--- src/rtl/puf_pkg.sv ---
// puf_pkg: shared state encoding, default widths and width helper for the PUF verifier
package puf_pkg;
  typedef enum logic [2:0] {IDLE, PRESET, EVAL, CAPTURE, COMPARE, FINISH} state_t;
  localparam int CW_DEF = 8;
  localparam int RW_DEF = 8;
  function automatic int clog2(input int v);
    for (int r = 0; r < 31; r++) if ((1 << r) >= v) return r;
    return 31;
  endfunction
endpackage

--- src/rtl/hamming_popcount.sv ---
// hamming_popcount: number of differing bits between two W-bit words
module hamming_popcount import puf_pkg::*; #(
  parameter int W  = RW_DEF,
  parameter int HW = clog2(W + 1)
) (
  input  logic [W-1:0]  a,
  input  logic [W-1:0]  b,
  output logic [HW-1:0] hd
);
  // accumulate one per mismatching bit position
  always_comb begin
    hd = '0;
    for (int i = 0; i < W; i++) hd = hd + HW'(a[i] ^ b[i]);
  end
endmodule

--- src/rtl/puf_auth_verifier.sv ---
// puf_auth_verifier: issues challenges to a ring-oscillator PUF, enrolls golden CRPs and verifies responses by Hamming distance
module puf_auth_verifier import puf_pkg::*; #(
  parameter int CW          = CW_DEF,
  parameter int RW          = RW_DEF,
  parameter int NUM_CHAL    = 4,
  parameter int EVAL_CYCLES = 1024,
  parameter int HD_MAX      = 2,
  parameter int FAIL_MAX    = 0
) (
  input  logic                               clk,
  input  logic                               reset,
  input  logic                               start,
  input  logic                               enroll,
  input  logic [CW-1:0]                      chal_base,
  output logic [0:CW-1]                      puf_challenge,
  output logic                               puf_reset,
  output logic                               puf_en,
  input  logic [0:RW-1]                      puf_response,
  output logic                               busy,
  output logic                               done,
  output logic                               pass,
  output logic                               enrolled,
  output logic [clog2(NUM_CHAL*RW+1)-1:0]    hd_total
);
  localparam int IW = clog2(NUM_CHAL + 1);
  localparam int EW = clog2(EVAL_CYCLES + 1);
  localparam int HW = clog2(RW + 1);
  localparam int TW = clog2(NUM_CHAL * RW + 1);
  state_t                 state;
  logic                   mode;
  logic [CW-1:0]          base;
  logic [IW-1:0]          idx;
  logic [IW-1:0]          fail_cnt;
  logic [IW-1:0]          fail_nx;
  logic [EW-1:0]          ecnt;
  logic [RW-1:0]          resp_q;
  logic [NUM_CHAL*RW-1:0] store;
  logic [HW-1:0]          hd;
  logic                   last;
  logic                   skip;
  hamming_popcount #(.W(RW), .HW(HW)) u_hd (
    .a  (resp_q),
    .b  (store[int'(idx)*RW +: RW]),
    .hd (hd)
  );
  assign fail_nx = fail_cnt + IW'(int'(hd) > HD_MAX);
  assign last    = int'(idx) == NUM_CHAL - 1;
  assign skip    = !mode && !enrolled;
  // run sequencer; every PUF-facing and host-facing output is registered on the transition into its state
  always_ff @(posedge clk) begin
    if (reset) begin
      state         <= IDLE;
      mode          <= 1'b0;
      base          <= '0;
      idx           <= '0;
      fail_cnt      <= '0;
      ecnt          <= '0;
      resp_q        <= '0;
      store         <= '0;
      puf_challenge <= '0;
      puf_reset     <= 1'b0;
      puf_en        <= 1'b0;
      busy          <= 1'b0;
      done          <= 1'b0;
      pass          <= 1'b0;
      enrolled      <= 1'b0;
      hd_total      <= '0;
    end else begin
      done <= 1'b0;
      case (state)
        IDLE: if (start) begin
          state    <= PRESET;
          mode     <= enroll;
          base     <= chal_base;
          idx      <= '0;
          fail_cnt <= '0;
          hd_total <= '0;
          busy     <= 1'b1;
          pass     <= 1'b0;
          if (enroll || enrolled) begin
            puf_challenge <= chal_base;
            puf_reset     <= 1'b1;
          end
        end
        PRESET: if (skip) begin
          state <= FINISH;
          done  <= 1'b1;
        end else begin
          state     <= EVAL;
          puf_reset <= 1'b0;
          puf_en    <= 1'b1;
          ecnt      <= '0;
        end
        EVAL: begin
          ecnt <= ecnt + 1'b1;
          if (int'(ecnt) == EVAL_CYCLES - 1) begin
            state  <= CAPTURE;
            puf_en <= 1'b0;
          end
        end
        CAPTURE: begin
          resp_q <= puf_response;
          state  <= COMPARE;
        end
        COMPARE: begin
          if (mode) store[int'(idx)*RW +: RW] <= resp_q;
          else begin
            hd_total <= hd_total + TW'(hd);
            fail_cnt <= fail_nx;
          end
          if (last) begin
            state    <= FINISH;
            done     <= 1'b1;
            enrolled <= mode || enrolled;
            pass     <= mode || (int'(fail_nx) <= FAIL_MAX);
          end else begin
            idx           <= idx + 1'b1;
            state         <= PRESET;
            puf_challenge <= base + CW'(idx) + 1'b1;
            puf_reset     <= 1'b1;
          end
        end
        FINISH: begin
          state <= IDLE;
          busy  <= 1'b0;
        end
        default: state <= IDLE;
      endcase
    end
  end
endmodule

--- config.mk ---
export PLATFORM = sky130hd
export DESIGN_NAME = puf_auth_verifier
export DESIGN_NICKNAME = d
export VERILOG_FILES = /design/src/rtl/puf_pkg.sv /design/src/rtl/hamming_popcount.sv /design/src/rtl/puf_auth_verifier.sv
export SDC_FILE = /design/constraint.sdc
export NUM_CORES = 1
export LEC_CHECK = 0
export ABC_AREA = 1
export CAP_MARGIN = 10
export CORE_MARGIN = 2
export CORE_UTILIZATION = 55
export DETAILED_ROUTE_END_ITERATION = 16
export GPL_ROUTABILITY_DRIVEN = 0
export GPL_TIMING_DRIVEN = 0
export HOLD_SLACK_MARGIN = 0.02
export MAX_ROUTING_LAYER = met4
export PLACE_DENSITY = 0.82
export SETUP_SLACK_MARGIN = 0.3
export SYNTH_ARGS = -nofsm -noshare
export SYNTH_HDL_FRONTEND = slang
export SYNTH_HIERARCHICAL = 1
export SYNTH_SLANG_ARGS = --single-unit
export TNS_END_PERCENT = 30
--- constraint.sdc ---
create_clock -name clk -period 6.8 [get_ports clk]
set_input_delay 2.04 -clock clk [delete_from_list [all_inputs] [get_ports clk]]
set_output_delay 2.04 -clock clk [all_outputs]
set_load 0.01 [all_outputs]
# [Word level (Yosys, flattened, before mapping)]
# Index checks and enable logic that the tools add are counted.
[word_totals] regBits=89 out_inout_bits=20 wordCells=116
[op_classes] n_addsub=14 magnitude_cmp=2 n_eq_ne=14 shifts=3 n_mux=36 n_bitwise=8 n_reduce_logical=23
[ops] operator="6-bit negator with 33-bit output" n=1
[ops] operator="8-bit by 33-bit variable shift with 32-bit output, first input constant" n=1
[ops] operator="8-bit by 33-bit indexed part select with 32-bit output" n=1
[ops] operator="32-bit bitwise mux" n=1
[ops] operator="32-bit by 7-bit indexed part select with 8-bit output" n=1
[ops] operator="4-bit adder" n=7
[ops] operator="8-bit 2-to-1 mux" n=3
[ops] operator="11-bit case mux with 2 select lines" n=1
[ops] operator="3-bit 2-to-1 mux" n=7
[ops] operator="8-bit case mux with 2 select lines" n=1
[ops] operator="3-bit case mux with 5 select lines" n=1
[ops] operator="2-bit inequality test, second input constant" n=7
[ops] operator="6-bit 2-to-1 mux" n=2
[ops] operator="3-bit case mux with 2 select lines" n=2
[ops] operator="6-bit case mux with 2 select lines" n=1
[ops] operator="2-bit AND reduction" n=6
[ops] operator="3-bit AND reduction" n=4
[ops] operator="11-bit by 1-bit adder with 11-bit output, second input constant" n=1
[ops] operator="11-bit == test, second input constant" n=1
[ops] operator="1-bit 2-to-1 mux" n=11
[ops] operator="11-bit 2-to-1 mux" n=1
[ops] operator="3-bit == test, second input constant" n=3
[ops] operator="8-bit by 1-bit adder with 8-bit output, second input constant" n=1
[ops] operator="8-bit by 3-bit adder with 8-bit output" n=1
[ops] operator="18 further kinds" n=34

# [Longest topological paths before layout]
# Gate-level depths: netlist of run 1.
[logic_depth] depth_word=15 ltp_mapped=28 mapped_depth_nobuf=26

# [Modules after synthesis]
# The synthesis of run 1 kept the hierarchy.
[by_module_without_submodules] module="puf_auth_verifier" instances=1 cells_per_inst=648 area_per_inst_um2=4533.1 seq_area_each_um2=1781.7
[by_module_without_submodules] module="hamming_popcount" instances=1 cells_per_inst=63 area_per_inst_um2=329.1 seq_area_each_um2=0.0

# [Worst setup path before layout of run 1]
# No wires, ideal clock.
[synth_path] path_kind="register -> register" from="reg idx[0]" to="reg pass" arrival_ns=4.791 path_slack_ns=1.938 path_stages_with_launch=26 path_buffers=2 cell_sequence="dfxtp_1 -> buf_2 -> buf_1 -> nor2_1 -> nor2_1 -> o21ai_0 -> a21oi_1 -> inv_1 -> nand2_1 -> nand2_1 -> fa_1 -> inv_1 -> fa_1 -> inv_1 -> fa_1 -> inv_1 -> ha_1 -> inv_1 -> fa_1 -> inv_1 -> a211o_1 -> ha_1 -> ha_1 -> nor3_1 -> o21bai_1 -> a21oi_1"
[synth_between] elab_chain_cells=15
[synth_lines] element="start: declaration" line_no="puf_auth_verifier.sv:32" rtl="logic [IW-1:0] idx;"
[synth_lines] element="start signal: assignment" line_no="puf_auth_verifier.sv:117" rtl="idx <= idx + 1'b1;"
[synth_lines] element="32-bit by 7-bit indexed part select with 8-bit output (*)" line_no="puf_auth_verifier.sv:43" rtl=".b (store[int'(idx)*RW +: RW]),"
[synth_lines] element="1-bit bitwise XOR" line_no="hamming_popcount.sv:13" rtl="for (int i = 0; i < W; i++) hd = hd + HW'(a[i] ^ b[i]);"
[synth_lines] element="4-bit adder (6 in a row)" line_no="hamming_popcount.sv:13"
[synth_lines] element="4-bit adder (*)" line_no="hamming_popcount.sv:13"
[synth_lines] element="named net hd[1]" line_no="puf_auth_verifier.sv:38" rtl="logic [HW-1:0] hd;"
[synth_lines] element="4-bit by 2-bit > comparator with 1-bit output (*)" line_no="puf_auth_verifier.sv:46" rtl="assign fail_nx = fail_cnt + IW'(int'(hd) > HD_MAX);"
[synth_lines] element="3-bit by 1-bit adder with 3-bit output (*)" line_no="puf_auth_verifier.sv:46"
[synth_lines] element="3-bit by 1-bit less-or-equal comparator with 1-bit output (*)" line_no="puf_auth_verifier.sv:115" rtl="pass <= mode || (int'(fail_nx) <= FAIL_MAX);"
[synth_lines] element="1-bit logical OR (*)" line_no="puf_auth_verifier.sv:115"
[synth_lines] element="1-bit 2-to-1 mux (*)" line_no="puf_auth_verifier.sv:111" rtl="if (last) begin"
[synth_lines] element="1-bit case mux with 2 select lines (*)" line_no="puf_auth_verifier.sv:70" rtl="case (state)"
[synth_lines] element="end signal: assignment" line_no="puf_auth_verifier.sv:115"
[synth_lines] element="end: declaration" line_no="puf_auth_verifier.sv:21" rtl="output logic pass,"
# The timed path passes the listed nets; every way through them passes the cells marked *. The select of a mux whose other input is x is not followed.
# A chain may end at the register's enable or synchronous reset.

# [Worst setup path after layout of run 1]
[layout_path] from="reg idx[1]" to="reg pass"
# Same word-level chain as after synthesis.

==> reports/qor.tcl, run 1 <==
set qor(status) {finished, final reports clean}
set qor(timing.reg2reg.setup_slack_ns) 1.17
set qor(cts_inserted_buffers) 9
set qor(grt_first_pass_wirelength_um) 20900
set qor(worst_r2r_endpoint) {pass}
set qor(rsz_0062_raised_after_global_routing) {no}
set qor(synthFlopType) {dfxtp_1}
set qor(irDropWorstVdd_mv) 0.169
set qor(synth-warning-count) 6
set qor(seq_area_frac_synth) 0.366
set qor(p_int_mw) 0.915
set qor(cellLeakagePower_nw) 2.29
set qor(cts-hold-fix-buffers) 0
set qor(finalCritPeriodShare) 0.829
set qor(total_switching_power_mw) 0.466
set qor(critical_path.endpoint_type) {flip-flop}
set qor(floorplan.initialDensity) 0.563
set qor(clkSlewWorstSetupHoldPaths_ns) 0.09
set qor(number_of_enable_type_register_cells_in_the_synthesized_netlist) 0
set qor(setup.worst_path.class) {reg -> reg}
set qor(syn-instance-count) 711
set qor(post_cts_setup_buffers) 0
set qor(startpoint) {idx[1]}
set qor(grt.total_usage) 0.274
set qor(pwr_dens_nw_per_um2) 247
set qor(layout_min_cycle_time_ns) 5.63
set qor(clock_skew_ns) 0.0120
set qor(grt.overflow.total) 0
set qor(mostFrequentLayoutCells) {nand2_1, nor2_1, dfxtp_1}
set qor(sw_frac_of_total) 0.337
set qor(final_common_cell) {nand2_1}
set qor(ys_seq_elements) 89
set qor(slew-limit-headroom) 0.624
set qor(clock_tree_from_tritoncts) {yes}
set qor(grt_max_degree) 15
set qor(floorplan.core_area_um2) 8640
set qor(worst_hold_margin_ns) 0.459
set qor(final_hold_viol_count) 0
set qor(drt.antenna.violating_nets) 0
set qor(final_max_slew_viol_count) 0
set qor(max_freq_ghz) 0.177
set qor(avgRoutedWirePerCell_um) 14.2
set qor(synth.distinct_cells) 40
set qor(drt_drc_violations_left) 0
set qor(synth.cell_area_um2) 4860
set qor(clock_power_share) 0.297
set qor(synthesis.nets) 754
set qor(dp.final_hpwl_um) 9320
set qor(detailroute.via_count) 4806
set qor(worst_skew_pair.late_latency_ns) 0.37
set qor(critPathArrivalTime_ns) 5.93
set qor(postCtsResizedCells) 0
set qor(placement_rows) 34
set qor(design.final.nets) 803
set qor(synthTopCellsByArea) {dfxtp_1, nand2_1, a21oi_1}
set qor(die_y_um) 98.0
set qor(clock_path_buffers) 2
set qor(final_layout_size_suffix_gt1_frac) 0.0771
set qor(required_ns) 7.10
set qor(yosysTopAreaCellShare) 0.366
set qor(clock_sink_count) 89
set qor(worst_pin_slew_ns) 0.560
set qor(regToRegStartpoint) {idx[1]}
set qor(drtIter0Drc) 363
set qor(min_path_type) {reg -> reg}
set qor(async_flop_share) 0
set qor(ff2ff_path_depth) 26
set qor(tns_ns) 0
set qor(seq_power_share) 0.424
set qor(ioPinCount) 40
set qor(port_buffers) 38
set qor(crit_path_start_kind) {flip-flop}
set qor(h_tree_levels) 3
set qor(number_of_antenna_repair_diodes) 0
set qor(netlist.top_cell.by_area) {dfxtp_1}
set qor(cts-root-buf) {clkbuf_8}
set qor(area_growth_from_synthesis_to_layout_pct) 15.2
set qor(finalCoreUtilization) 0.648
set qor(floorplan.die_area_um2) 9610
set qor(comb_power_share) 0.279
set qor(dr.pass1.iters) 5
set qor(first_global_vias) 4589
set qor(cap_viol_max_count) 0
set qor(syn_area_per_cell_um2) 6.84
set qor(setup_viol_count_final) 0
set qor(critPathMaxFanout) 10
set qor(floorplan.die.width_um) 98.0
set qor(critPathCapture) {pass}
set qor(vias_per_cell) 5.51
set qor(grt_antenna_before_repair) 0
set qor(drt_wl_total_um) 12400
-- registers in the layout, indices dropped and copies added, names as in the netlist --
register,cells
base,8
busy,1
done,1
ecnt,11
enrolled,1
fail_cnt,3
hd_total,6
idx,3
mode,1
pass,1
puf_challenge,8
puf_en,1
puf_reset,1
resp_q,8
state,3
store,32
-- per-layer routing --
layer | track usage | share of wire | vias to the layer above
li1 | - | - | 2409
met1 | 0.347 | 0.44 | 2220
met2 | 0.447 | 0.48 | 152
met3 | 0.0372 | 0.056 | 25
met4 | 0.104 | 0.022 | 0
met5 | - | 0 | -
-- cell type report --
class                      count  area [um2]
buffer                        26         136
inverter                      85         323
clock inverter                 4        76.3
sequential                    89        1780
tap                          108         135
clock buffer                  12         145
fill                         779        3040
timing repair buffer          38         380
multi-input combinational    511        2620
-- critical path, cell delays in order, from the launching register on --
cell and delay, ns:
dfxtp_1 0.44, buf_2 0.26, clkinv_1 0.32, nor2_1 0.17
o21ai_0 0.16, a21oi_1 0.26, inv_1 0.07, nand2_1 0.06
nand2_1 0.08, fa_1 0.54, inv_1 0.05, fa_1 0.53
inv_1 0.06, fa_1 0.46, inv_1 0.06, ha_1 0.16
inv_1 0.05, fa_1 0.39, nand2_1 0.09, nand2_1 0.09
a211o_1 0.24, ha_1 0.19, ha_1 0.20, xor2_1 0.16
nor3_1 0.23, o21bai_1 0.09, a21oi_1 0.14
-- synthesized netlist by cell type, types with 3 or more instances --
library cell  instances
nor2_4                4
nand2_1             141
nor3_1                4
ha_1                 17
inv_1                67
nor2_1              110
o21ai_0              39
clkbuf_1             10
fa_1                  6
inv_2                14
o22ai_1               3
a21oi_1              83
buf_2                10
o21ai_1              25
nand4_1               3
buf_6                 3
nand3_1              52
dfxtp_1              89
nor3_2                3
-- metrics by stage --
stage / total power [mW] / area [um2] / setup WS [ns] / instances
CTS: 1.38 / 5600 / 1.21 / 873
finish: 1.38 / 5600 / 1.17 / 873
global route: 1.46 / 5600 / 0.790 / 873
detailed placement: 0.978 / 5380 / 1.25 / 857
global placement: 0.963 / 5380 / 1.43 / 857
floorplan: 0.858 / 4860 / 1.94 / 711
-- logic make-up after synthesis --
kind of cell | Yosys count | synth area share
xor gates and xnor gates | 3 | 0.00541
adders and majority gates | 23 | 0.0685
buffers and inverters | 111 | 0.0944
and+or+nand+nor | 325 | 0.295
AOI/OAI and AO/OA | 160 | 0.171
DFF | 89 | 0.366
-- worst min path at each step --
| stage | from | end | cells past startpoint |
|---|---|---|---|
| after floorplan | base[0] | base[0] | 2 |
| after global placement | puf_challenge[6] | puf_challenge[6] | 2 |
| after detailed placement | puf_challenge[7] | puf_challenge[7] | 2 |
| after CTS | puf_challenge[7] | puf_challenge[7] | 2 |
| after global routing | store[14] | store[14] | 2 |
| final | puf_challenge[6] | puf_challenge[6] | 2 |
-- power groups by stage --
stage / Clock [mW] / Combinational, mW / Sequential (mW)
after detailed placement: 0 / 0.382 / 0.596
after floorplan: 0 / 0.262 / 0.597
after CTS: 0.414 / 0.385 / 0.584
after global routing: 0.433 / 0.434 / 0.589
final: 0.411 / 0.385 / 0.585
after global placement: 0 / 0.370 / 0.594
Power figures use the tool's default switching activity.
==> run 2, diff against run 1 <==
--- a/config.mk
+++ b/config.mk
@@ -8,13 +8,13 @@
 export ABC_AREA = 1
 export CAP_MARGIN = 10
 export CORE_MARGIN = 2
-export CORE_UTILIZATION = 55
+export CORE_UTILIZATION = 53
 export DETAILED_ROUTE_END_ITERATION = 16
 export GPL_ROUTABILITY_DRIVEN = 0
 export GPL_TIMING_DRIVEN = 0
 export HOLD_SLACK_MARGIN = 0.02
 export MAX_ROUTING_LAYER = met4
-export PLACE_DENSITY = 0.82
+export PLACE_DENSITY = 0.83
 export SETUP_SLACK_MARGIN = 0.3
 export SYNTH_ARGS = -nofsm -noshare
 export SYNTH_HDL_FRONTEND = slang
==> constraint.sdc (replaced) <==
create_clock -name clk -period 4.6 [get_ports clk]
set_input_delay 1.38 -clock clk [delete_from_list [all_inputs] [get_ports clk]]
set_output_delay 1.38 -clock clk [all_outputs]
set_load 0.01 [all_outputs]
==> run 2 against run 1 <==
The run now ends with setup timing left. Clock power increased by 55%. Routed wire length increased by 5.8%. First-iteration DRC count increased by 30%. Maximum frequency increased by 15%. Clock skew increased by 0.00080 ns. Cell count increased by 1.1%. Sequential power increased by 48%. Combinational power increased by 67%. Critical path depth unchanged. Count of clock-buffer cells in the layout decreased by 2. Global-route usage decreased by 0.14 points. Register-to-register slack got worse by 1.5 ns.
==> reports/qor.tcl, run 2 (synthesized netlist as in run 1, its figures left out) <==
set qor(status) {finished with violations}
set qor(violations_in_the_final_reports) {setup timing}
set qor(worst_path_most_repeated_cell) {inv_1}
set qor(min_path_type) {reg -> reg}
set qor(drt_drc_violations_left) 0
set qor(die_y_um) 99.8
set qor(detailroute.via_count) 4992
set qor(clock_tree_from_tritoncts) {yes}
set qor(grt_max_degree) 15
set qor(cts_inserted_buffers) 9
set qor(grt_antenna_before_repair) 0
set qor(area_growth_from_synthesis_to_layout_pct) 20.4
set qor(worst_hold_path.endpoint) {puf_challenge[6]}
set qor(h_tree_levels) 3
set qor(n_fill_cell) 709
set qor(drt.antenna.violating_nets) 0
set qor(final_layout_size_suffix_gt1_frac) 0.132
set qor(cts-root-buf) {clkbuf_8}
set qor(final_hold_viol_count) 0
set qor(mostFrequentLayoutCells) {nand2_1, nor2_1, dfxtp_1}
set qor(crit_path_max_incr_delay_ns) 0.52
set qor(drtIter0Drc) 472
set qor(ff_latch_area_um2) 1790
set qor(clock_power_share) 0.296
set qor(final_max_slew_viol_count) 0
set qor(clock_sink_count) 89
set qor(placement_rows) 34
set qor(worst_hold_path.num_cells) 2
set qor(seq_power_share) 0.404
set qor(worst_r2r_endpoint) {pass}
set qor(layout_min_cycle_time_ns) 4.89
set qor(first_global_vias) 4581
set qor(vias_per_cell) 5.65
set qor(clock_skew_ns) 0.0128
set qor(timing.reg2reg.setup_slack_ns) -0.29
set qor(critical_path.endpoint_type) {flip-flop}
set qor(critPathArrivalTime_ns) 5.17
set qor(critPathMaxFanout) 4
set qor(worst_hold_margin_ns) 0.459
set qor(irDropWorstVdd_mv) 0.244
set qor(total_switching_power_mw) 0.709
set qor(grt.overflow.total) 0
set qor(avgRoutedWirePerCell_um) 14.8
set qor(regToRegStartpoint) {idx[0]}
set qor(port_buffers) 38
set qor(grt_first_pass_wirelength_um) 21200
set qor(required_ns) 4.88
set qor(floorplan.die_area_um2) 9960
set qor(multi_input_combinational_cell_area_um2) 2720
set qor(worst_pin_slew_ns) 0.648
set qor(setup.worst_path.class) {reg -> reg}
set qor(final_common_cell) {nand2_1}
set qor(worst_slack_ns) -0.287
set qor(floorplan.core_area_um2) 8810
set qor(slew-limit-headroom) 0.568
set qor(cap_viol_max_count) 0
set qor(cellLeakagePower_nw) 2.39
set qor(clkSlewWorstSetupHoldPaths_ns) 0.09
set qor(design.final.nets) 814
set qor(ff2ff_path_depth) 26
set qor(reg_top3) {store (32), ecnt (11)}
set qor(critical_path.slowest_cell) {fa_2}
set qor(post_layout_nonfiller_instances) 883
set qor(p_int_mw) 1.43
set qor(grt.total_usage) 0.273
set qor(worstHoldStart) {puf_challenge[6]}
set qor(max_flop_register) {store}
set qor(dr.pass1.iters) 9
set qor(max_freq_ghz) 0.205
set qor(number_of_antenna_repair_diodes) 0
set qor(p_total_mw) 2.14
set qor(drt_wl_total_um) 13100
set qor(crit_path_start_kind) {flip-flop}
set qor(floorplan.die.width_um) 99.8
set qor(worst_skew_pair.late_latency_ns) 0.36
set qor(clock_path_buffers) 2
set qor(floorplan.initialDensity) 0.552
set qor(cts-hold-fix-buffers) 0
set qor(rsz_0062_raised_after_global_routing) {yes}
set qor(dp.final_hpwl_um) 9050
set qor(numPlacedInstances) 857
set qor(setup_viol_count_final) 5
set qor(finalCritPeriodShare) 1.06
set qor(sw_frac_of_total) 0.331
set qor(comb_power_share) 0.300
set qor(tns_ns) -0.637
set qor(pwr_dens_nw_per_um2) 366
set qor(largest_register_ff_count) 32
set qor(ioPinCount) 40
[run 2: cell types whose count changed in the layout (fill, tap and decap cells not counted), sizes merged]
cell,before,now
bufinv,2,3
buf,16,27
clkinv,4,3
clkbuf,22,20
clkinvlp,1,2
[run 2: routing by layer]
layer | vias to the layer above | share of wire | GRT usage
met2 | 235 | 0.47 | 0.436
met4 | 0 | 0.034 | 0.120
met1 | 2276 | 0.41 | 0.334
met5 | - | 0 | -
li1 | 2431 | - | -
met3 | 50 | 0.082 | 0.0578
[run 2: what timing repair did]
item                       4_1_cts  5_1_grt
pin swaps                       21       15
gates resized for setup         22       15
setup buffers                    8        3
setup endpoints to repair        9        9
gates cloned                     0        0
[run 2: worst max-delay path: cells and delay by family (launching register included)]
family,cells,cell delay [ns]
flops,1,0.39
buf+inv,8,0.55
xor+xnor,1,0.15
simple gates,5,0.48
fa+ha+maj,7,2.46
compound gates,5,0.80
[run 2: stage by stage]
step	setup slack, ns	instance area (um2)	util
detailed placement	-0.601	5430	0.616
CTS	-0.302	5780	0.657
global route	-0.472	5860	0.665
finish	-0.287	5860	0.665
global placement	-0.407	5430	0.616
floorplan	0.0564	4910	-
[run 2: how the worst max path moves through the flow]
stage / start / slack, ns / to / depth (start not counted)
finish: idx[0] / -0.29 / pass / 26
global route: idx[0] / -0.47 / pass / 26
CTS: idx[0] / -0.30 / pass / 26
detailed placement: idx[1] / -0.60 / pass / 25
global placement: idx[1] / -0.41 / pass / 25
floorplan: idx[0] / 0.06 / pass / 26
[run 2: power groups by stage]
stage | Combinational [mW] | Sequential [mW] | Clock, mW
floorplan | 0.395 | 0.883 | 0
global placement | 0.556 | 0.879 | 0
detailed placement | 0.572 | 0.882 | 0
CTS | 0.611 | 0.865 | 0.639
global route | 0.712 | 0.872 | 0.677
finish | 0.642 | 0.867 | 0.635
[run 2: cell type report]
type	count	area share
clock inverters	5	0.0179
inverters	85	0.0577
clock buffers	10	0.0218
well taps	108	0.0231
plain buffers	26	0.0308
repair buffers	49	0.0791
flip-flops and latches	89	0.306
multi-input cells	511	0.464
==> run 3, diff against run 2 <==
--- a/config.mk
+++ b/config.mk
@@ -6,7 +6,6 @@
 export NUM_CORES = 1
 export LEC_CHECK = 0
 export ABC_AREA = 1
-export CAP_MARGIN = 10
 export CORE_MARGIN = 2
 export CORE_UTILIZATION = 53
 export DETAILED_ROUTE_END_ITERATION = 16
==> results of run 3 <==
No change in the layout: final DEF, timing and power equal those of run 2.
